`src/rtl/pwm_reg_ctrl.sv`:
```
// ---------------------------------------------------------------------------
// pwm_reg_ctrl
//
// Register bank sitting between the SPI frame deserializer and the PWM engine.
// Completed 16-bit frames ({write, addr[6:0], data[7:0]}) are latched in IDLE
// and evaluated one cycle later in CHECK. Enable registers (addr 0-3) are
// written directly. The duty cycle (addr 4) goes to a shadow register and is
// copied to the live output only on a PWM period boundary. This keeps the
// engine from seeing a duty change in the middle of a period.
//
// Handshake: i_frame_valid is a single-cycle pulse with no back-pressure.
// A frame is taken only when the FSM is IDLE. A pulse that arrives while the
// FSM is in CHECK is dropped and counted as an error. o_busy tells the sender
// when that will happen.
//
// Ports
//   i_clk              system clock
//   i_rst_n            asynchronous active-low reset
//   i_frame_valid      one-cycle pulse, frame present on i_frame_data
//   i_frame_data[15:0] [15] write flag, [14:8] address, [7:0] data
//   i_pwm_period_end   one-cycle pulse at PWM counter wrap
//   o_en_reg_out_7_0   reg 0, output enables 7:0
//   o_en_reg_out_15_8  reg 1, output enables 15:8
//   o_en_reg_pwm_7_0   reg 2, PWM-mode enables 7:0
//   o_en_reg_pwm_15_8  reg 3, PWM-mode enables 15:8
//   o_pwm_duty_cycle   reg 4, live duty cycle
//   o_duty_pending     shadow duty waiting for a period boundary
//   o_commit_pulse     one cycle high after the live duty cycle is updated
//   o_busy             FSM is not IDLE
//   o_err_count        rejected/dropped frames, saturating at 255
//   o_wr_count         accepted writes, wrapping
//   o_dbg_state        FSM state (0 = IDLE, 1 = CHECK)
// ---------------------------------------------------------------------------
module pwm_reg_ctrl #(
  parameter int unsigned MAX_ADDR = 4
) (
  input  logic        i_clk,
  input  logic        i_rst_n,
  input  logic        i_frame_valid,
  input  logic [15:0] i_frame_data,
  input  logic        i_pwm_period_end,
  output logic [7:0]  o_en_reg_out_7_0,
  output logic [7:0]  o_en_reg_out_15_8,
  output logic [7:0]  o_en_reg_pwm_7_0,
  output logic [7:0]  o_en_reg_pwm_15_8,
  output logic [7:0]  o_pwm_duty_cycle,
  output logic        o_duty_pending,
  output logic        o_commit_pulse,
  output logic        o_busy,
  output logic [7:0]  o_err_count,
  output logic [7:0]  o_wr_count,
  output logic        o_dbg_state
);

  typedef enum logic {
    ST_IDLE  = 1'b0,
    ST_CHECK = 1'b1
  } state_t;

  state_t      r_state;
  state_t      w_state_nxt;

  logic [15:0] r_frame_q;
  logic [7:0]  r_reg0;
  logic [7:0]  r_reg1;
  logic [7:0]  r_reg2;
  logic [7:0]  r_reg3;
  logic [7:0]  r_duty;
  logic [7:0]  r_duty_shadow;
  logic        r_duty_pending;
  logic        r_commit_pulse;
  logic [7:0]  r_err_count;
  logic [7:0]  r_wr_count;

  // FSM output decodes
  logic        w_busy;
  logic        w_accept;
  logic        w_drop;
  logic        w_in_check;

  // Frame decode (valid only while in CHECK)
  logic        w_is_write;
  logic [6:0]  w_addr;
  logic [7:0]  w_data;
  logic        w_addr_ok;
  logic        w_wr_ok;
  logic        w_wr_bad;
  logic        w_wr_duty;
  logic        w_commit;
  logic [1:0]  w_err_inc;
  logic [8:0]  w_err_sum;
  logic [7:0]  w_err_nxt;

  // ---------------------------------------------------------------------
  // FSM: state register
  // ---------------------------------------------------------------------
  always_ff @(posedge i_clk or negedge i_rst_n) begin
    if (!i_rst_n) begin
      r_state <= ST_IDLE;
    end else begin
      r_state <= w_state_nxt;
    end
  end

  // FSM: next state
  always_comb begin
    w_state_nxt = r_state;
    case (r_state)
      ST_IDLE:  if (i_frame_valid) w_state_nxt = ST_CHECK;
      ST_CHECK: w_state_nxt = ST_IDLE;
      default:  w_state_nxt = ST_IDLE;
    endcase
  end

  // FSM: outputs
  always_comb begin
    w_busy     = 1'b0;
    w_accept   = 1'b0;
    w_drop     = 1'b0;
    w_in_check = 1'b0;
    case (r_state)
      ST_IDLE: begin
        w_accept = i_frame_valid;
      end
      ST_CHECK: begin
        w_busy     = 1'b1;
        w_in_check = 1'b1;
        w_drop     = i_frame_valid;
      end
      default: begin
        w_busy = 1'b0;
      end
    endcase
  end

  // ---------------------------------------------------------------------
  // Frame decode
  // ---------------------------------------------------------------------
  assign w_is_write = r_frame_q[15];
  assign w_addr     = r_frame_q[14:8];
  assign w_data     = r_frame_q[7:0];
  // 7-bit address zero-extended before comparing to the limit
  assign w_addr_ok  = (32'(w_addr) <= MAX_ADDR);
  assign w_wr_ok    = w_in_check & w_is_write & w_addr_ok;
  assign w_wr_bad   = w_in_check & w_is_write & ~w_addr_ok;
  assign w_wr_duty  = w_wr_ok & (w_addr == 7'd4);
  assign w_commit   = i_pwm_period_end & r_duty_pending;

  // A bad write in CHECK and a dropped pulse can happen in the same cycle;
  // both are counted, and the sum saturates.
  assign w_err_inc  = {1'b0, w_wr_bad} + {1'b0, w_drop};
  assign w_err_sum  = {1'b0, r_err_count} + {7'd0, w_err_inc};
  assign w_err_nxt  = w_err_sum[8] ? 8'hFF : w_err_sum[7:0];

  // ---------------------------------------------------------------------
  // Frame capture: only in IDLE, so a dropped pulse never overwrites it
  // ---------------------------------------------------------------------
  always_ff @(posedge i_clk or negedge i_rst_n) begin
    if (!i_rst_n) begin
      r_frame_q <= 16'h0000;
    end else if (w_accept) begin
      r_frame_q <= i_frame_data;
    end
  end

  // ---------------------------------------------------------------------
  // Enable registers and counters
  // ---------------------------------------------------------------------
  always_ff @(posedge i_clk or negedge i_rst_n) begin
    if (!i_rst_n) begin
      r_reg0      <= 8'h00;
      r_reg1      <= 8'h00;
      r_reg2      <= 8'h00;
      r_reg3      <= 8'h00;
      r_wr_count  <= 8'h00;
      r_err_count <= 8'h00;
    end else begin
      if (w_wr_ok) begin
        case (w_addr)
          7'd0:    r_reg0 <= w_data;
          7'd1:    r_reg1 <= w_data;
          7'd2:    r_reg2 <= w_data;
          7'd3:    r_reg3 <= w_data;
          default: ;
        endcase
        r_wr_count <= r_wr_count + 8'd1;
      end
      r_err_count <= w_err_nxt;
    end
  end

  // ---------------------------------------------------------------------
  // Duty cycle shadow and commit. The commit reads the shadow value from
  // before any same-cycle write, and a same-cycle write leaves pending set.
  // ---------------------------------------------------------------------
  always_ff @(posedge i_clk or negedge i_rst_n) begin
    if (!i_rst_n) begin
      r_duty         <= 8'h00;
      r_duty_shadow  <= 8'h00;
      r_duty_pending <= 1'b0;
      r_commit_pulse <= 1'b0;
    end else begin
      r_commit_pulse <= w_commit;
      if (w_commit) begin
        r_duty <= r_duty_shadow;
      end
      if (w_wr_duty) begin
        r_duty_shadow  <= w_data;
        r_duty_pending <= 1'b1;
      end else if (w_commit) begin
        r_duty_pending <= 1'b0;
      end
    end
  end

  // ---------------------------------------------------------------------
  // Outputs
  // ---------------------------------------------------------------------
  assign o_en_reg_out_7_0  = r_reg0;
  assign o_en_reg_out_15_8 = r_reg1;
  assign o_en_reg_pwm_7_0  = r_reg2;
  assign o_en_reg_pwm_15_8 = r_reg3;
  assign o_pwm_duty_cycle  = r_duty;
  assign o_duty_pending    = r_duty_pending;
  assign o_commit_pulse    = r_commit_pulse;
  assign o_busy            = w_busy;
  assign o_err_count       = r_err_count;
  assign o_wr_count        = r_wr_count;
  assign o_dbg_state       = r_state;

endmodule

```
`config.mk`:
```
export PLATFORM = sky130hd
export DESIGN_NAME = pwm_reg_ctrl
export DESIGN_NICKNAME = d
export VERILOG_FILES = /design/src/rtl/pwm_reg_ctrl.sv
export SDC_FILE = /design/constraint.sdc
export NUM_CORES = 1
export LEC_CHECK = 0
export BUFFER_PORTS_ARGS = -buffer_cell sky130_fd_sc_hd__buf_2
export CORE_UTILIZATION = 52
export DETAILED_ROUTE_END_ITERATION = 10
export PLACE_DENSITY = 0.86
export SYNTH_ARGS = -nofsm -noshare
export SYNTH_HDL_FRONTEND = slang
export SYNTH_SLANG_ARGS = --single-unit
```
`constraint.sdc`:
```
create_clock -name i_clk -period 2.7 [get_ports i_clk]
set_input_delay 0.405 -clock i_clk [delete_from_list [all_inputs] [get_ports i_clk]]
set_output_delay 0.405 -clock i_clk [all_outputs]
set_load 0.02 [all_outputs]
```
==> results.md <==
- Port bufs: 79
- Fill count: 454
- Status: completed
- Pin count of the biggest net entering global routing: 84
- Setup crit end kind: flip-flop
- VDD IR-drop max: 0.349 mV
- Final min period: 2460 ps
- CP Launch Type: flip-flop
- Post-Syn Instances: 213
- RSZ-0062 raised after global routing: false
- Leakage: 2.10 nW
- Hold Buf Count CTS: 0
- Register area: 2080 um2
- Multi-input logic area: 1130 um2
- Clk Latency, worst-skew pair: 350 ps
- Most common cell after layout, fill and taps aside: dfrtp_1
- Most frequent cells in the layout: 83 x dfrtp_1, 78 x buf_2, 65 x mux2_2
- Clk slew on worst S/H paths: 90 ps
- Ant. Diodes: 0
- I/O pin total: 80
- Reg2reg path depth: 8
- Core area: 5960 um2
- Reg2reg end: o_err_count[2]
- Total GRT Usage: 0.201
- Vias in the first global route: 1886
- First-pass iteration count of the detailed router: 4
- Layout cells sized above 1: 0.541
- Hold crit path type: primary input to async pin
- Power Total: 3.01 mW
- Row count: 28
- Synth area leader: dfrtp_1
- Grt total ovfl: 0
- Net count after synthesis: 235
- Initial DRC count: 74
- Avg WL per Cell: 16.2 um
- Global-route wire length before repair: 9.51 mm
- Crit share post-route: 0.911
- Root Buffer: clkbuf_8
- Final setup fails: 0
- Number of max-cap violations: 0
- Worst EP required: 2920 ps
- Max Freq: 0.407 GHz
- Nets: 322
- Synth area leaders: dfrtp_1 64%, mux2_2 23%, xnor2_1 1.9%, nand3_1 1.2%, nor3b_4 1.2%
- Avg Inst Size Synth: 15.2 um2
- Post-DP HPWL: 4.21 mm
- P&R area growth vs syn: 21.9%
- Final slew viol count: 0
- Slew headroom: 0.326
- H-tree level count: 3
- Ys Warns: 0
- Skew final: 8.81 ps
- Vias per Instance: 5.34
- Register area share after synthesis: 0.642
- R2r startpoint: r_frame_q[13]
- CTS tree: done
- Via count: 2029
- Post-cts gate resize count: 0
- Synth top area share: 0.642
- DIE HEIGHT: 80.9 um
- # DRC: 0
- Number of setup buffers added after CTS: 0
- Crit path max fanout: 6
- Yosys reg bits: 83
- Initial antenna violation count: 0
- Die Wd: 80.9 um
- Die ar.: 6540 um2
- TNS Setup: 0 ps
- CP Data Arrival Time: 2680 ps
- Routability cong.: 0.854
- Starting Density: 0.543
- Yosys cell types: 31
- Mapped cell area: 3230 um2
- Worst-margin pin slew: 1010 ps
- Clock sinks: 83
- Fin. Hold Viols: 0
- Pwr per Cell Area: 765 nW/um2
- DRT antenna net count: 0
- Inserted Clock Buffers: 9
- CTS Buffer Depth: 2
- Final WL: 6.15 mm
- WS Path Type: flip-flop to flip-flop
- R2R setup slack: 240 ps
==> how the worst max path moves through the flow <==
| stage | startpoint | to | cells past startpoint |
|---|---|---|---|
| CTS | r_frame_q[13] | o_err_count[2] | 8 |
| detailed placement | r_frame_q[13] | o_err_count[2] | 8 |
| global route | r_frame_q[14] | o_err_count[2] | 8 |
| global placement | r_frame_q[13] | o_en_reg_out_15_8[2] | 5 |
| finish | r_frame_q[13] | o_err_count[2] | 8 |
| floorplan | r_frame_q[13] | o_err_count[6] | 10 |
==> power breakdown <==
group          internal, mW  switching [mW]  leakage [nW]
sequential             1.39           0.148          1.10
clock                 0.525           0.455         0.102
combinational         0.214           0.280         0.897
total                  2.13           0.883          2.10
==> through the flow <==
step                utilization  cells  worst slack (ps)  hold slack, ps  cell area, um2
finish                    0.662    380               240             207            3940
global route              0.662    380               147             241            3940
CTS                       0.662    380               256             231            3940
detailed placement        0.624    364               261             473            3720
global placement          0.624    364               296             455            3720
floorplan                     -    213               242             109            3230
==> synthesized netlist by cell type <==
library cell,n
a31oi_1,1
nand3_1,8
or4_1,1
a21o_1,1
nand4_1,2
xnor2_1,7
o21a_1,2
mux2_2,65
dfrtp_1,83
and2_1,1
nand2_1,6
nor3_1,2
buf_1,1
ha_1,1
inv_1,2
and4_1,2
nand2b_1,1
buf_2,1
a21boi_0,1
and3_1,2
buf_4,1
clkbuf_1,2
nor2b_1,2
o21ai_0,3
fa_1,1
nor2_1,6
nor4_1,1
or3_4,1
nor3b_4,2
a21oi_1,3
xor2_1,1
==> cell type report <==
cell class,count,share of cell area
Sequential cell,83,0.527
Timing Repair Buffer,81,0.105
Inverter,2,0.00190
Tap cell,75,0.0238
Clock inverter,7,0.0254
Clock buffer,9,0.0314
Multi-Input combinational cell,123,0.286
==> routing by layer <==
| metal | part of all wire | track usage | wire, um |
|---|---|---|---|
| met1 | 0.46 | 0.268 | 2820 |
| met2 | 0.47 | 0.303 | 2900 |
| met3 | 0.038 | 0.0438 | 234 |
| met4 | 0.031 | 0.116 | 192 |
| met5 | 0 | 0 | 0 |
==> kinds of logic (layout without fill, tap and decap cells) <==
kind of cell,count (synthesis),after routing,share of synthesized area
buffers and inverters,7,99,0.00967
adders and majority gates,2,2,0.0101
xor gates and xnor gates,8,8,0.0217
DFF,83,83,0.642
and+or+nand+nor,37,37,0.0696
muxes,65,65,0.226
AOI/OAI and AO/OA,11,11,0.0205
==> sequential cells by signal, summed over array words and instances, names as in the netlist <==
| signal | flops |
|---|---|
| r_frame_q | 16 |
| o_en_reg_out_15_8 | 8 |
| o_en_reg_out_7_0 | 8 |
| o_en_reg_pwm_15_8 | 8 |
| o_en_reg_pwm_7_0 | 8 |
| o_err_count | 8 |
| o_pwm_duty_cycle | 8 |
| o_wr_count | 8 |
| r_duty_shadow | 8 |
| o_commit_pulse | 1 |
| o_dbg_state | 1 |
| o_duty_pending | 1 |
==> worst max-delay path, cell delays in order (launching register included) <==
cell and delay (ps):
dfrtp_1 370, or4_1 540, nor2_1 130, nor2_1 60, fa_1 470, and4_1 280
and3_1 230, nand3_1 140, o21ai_0 120
Note: power is estimated with default switching activity, not from simulation.
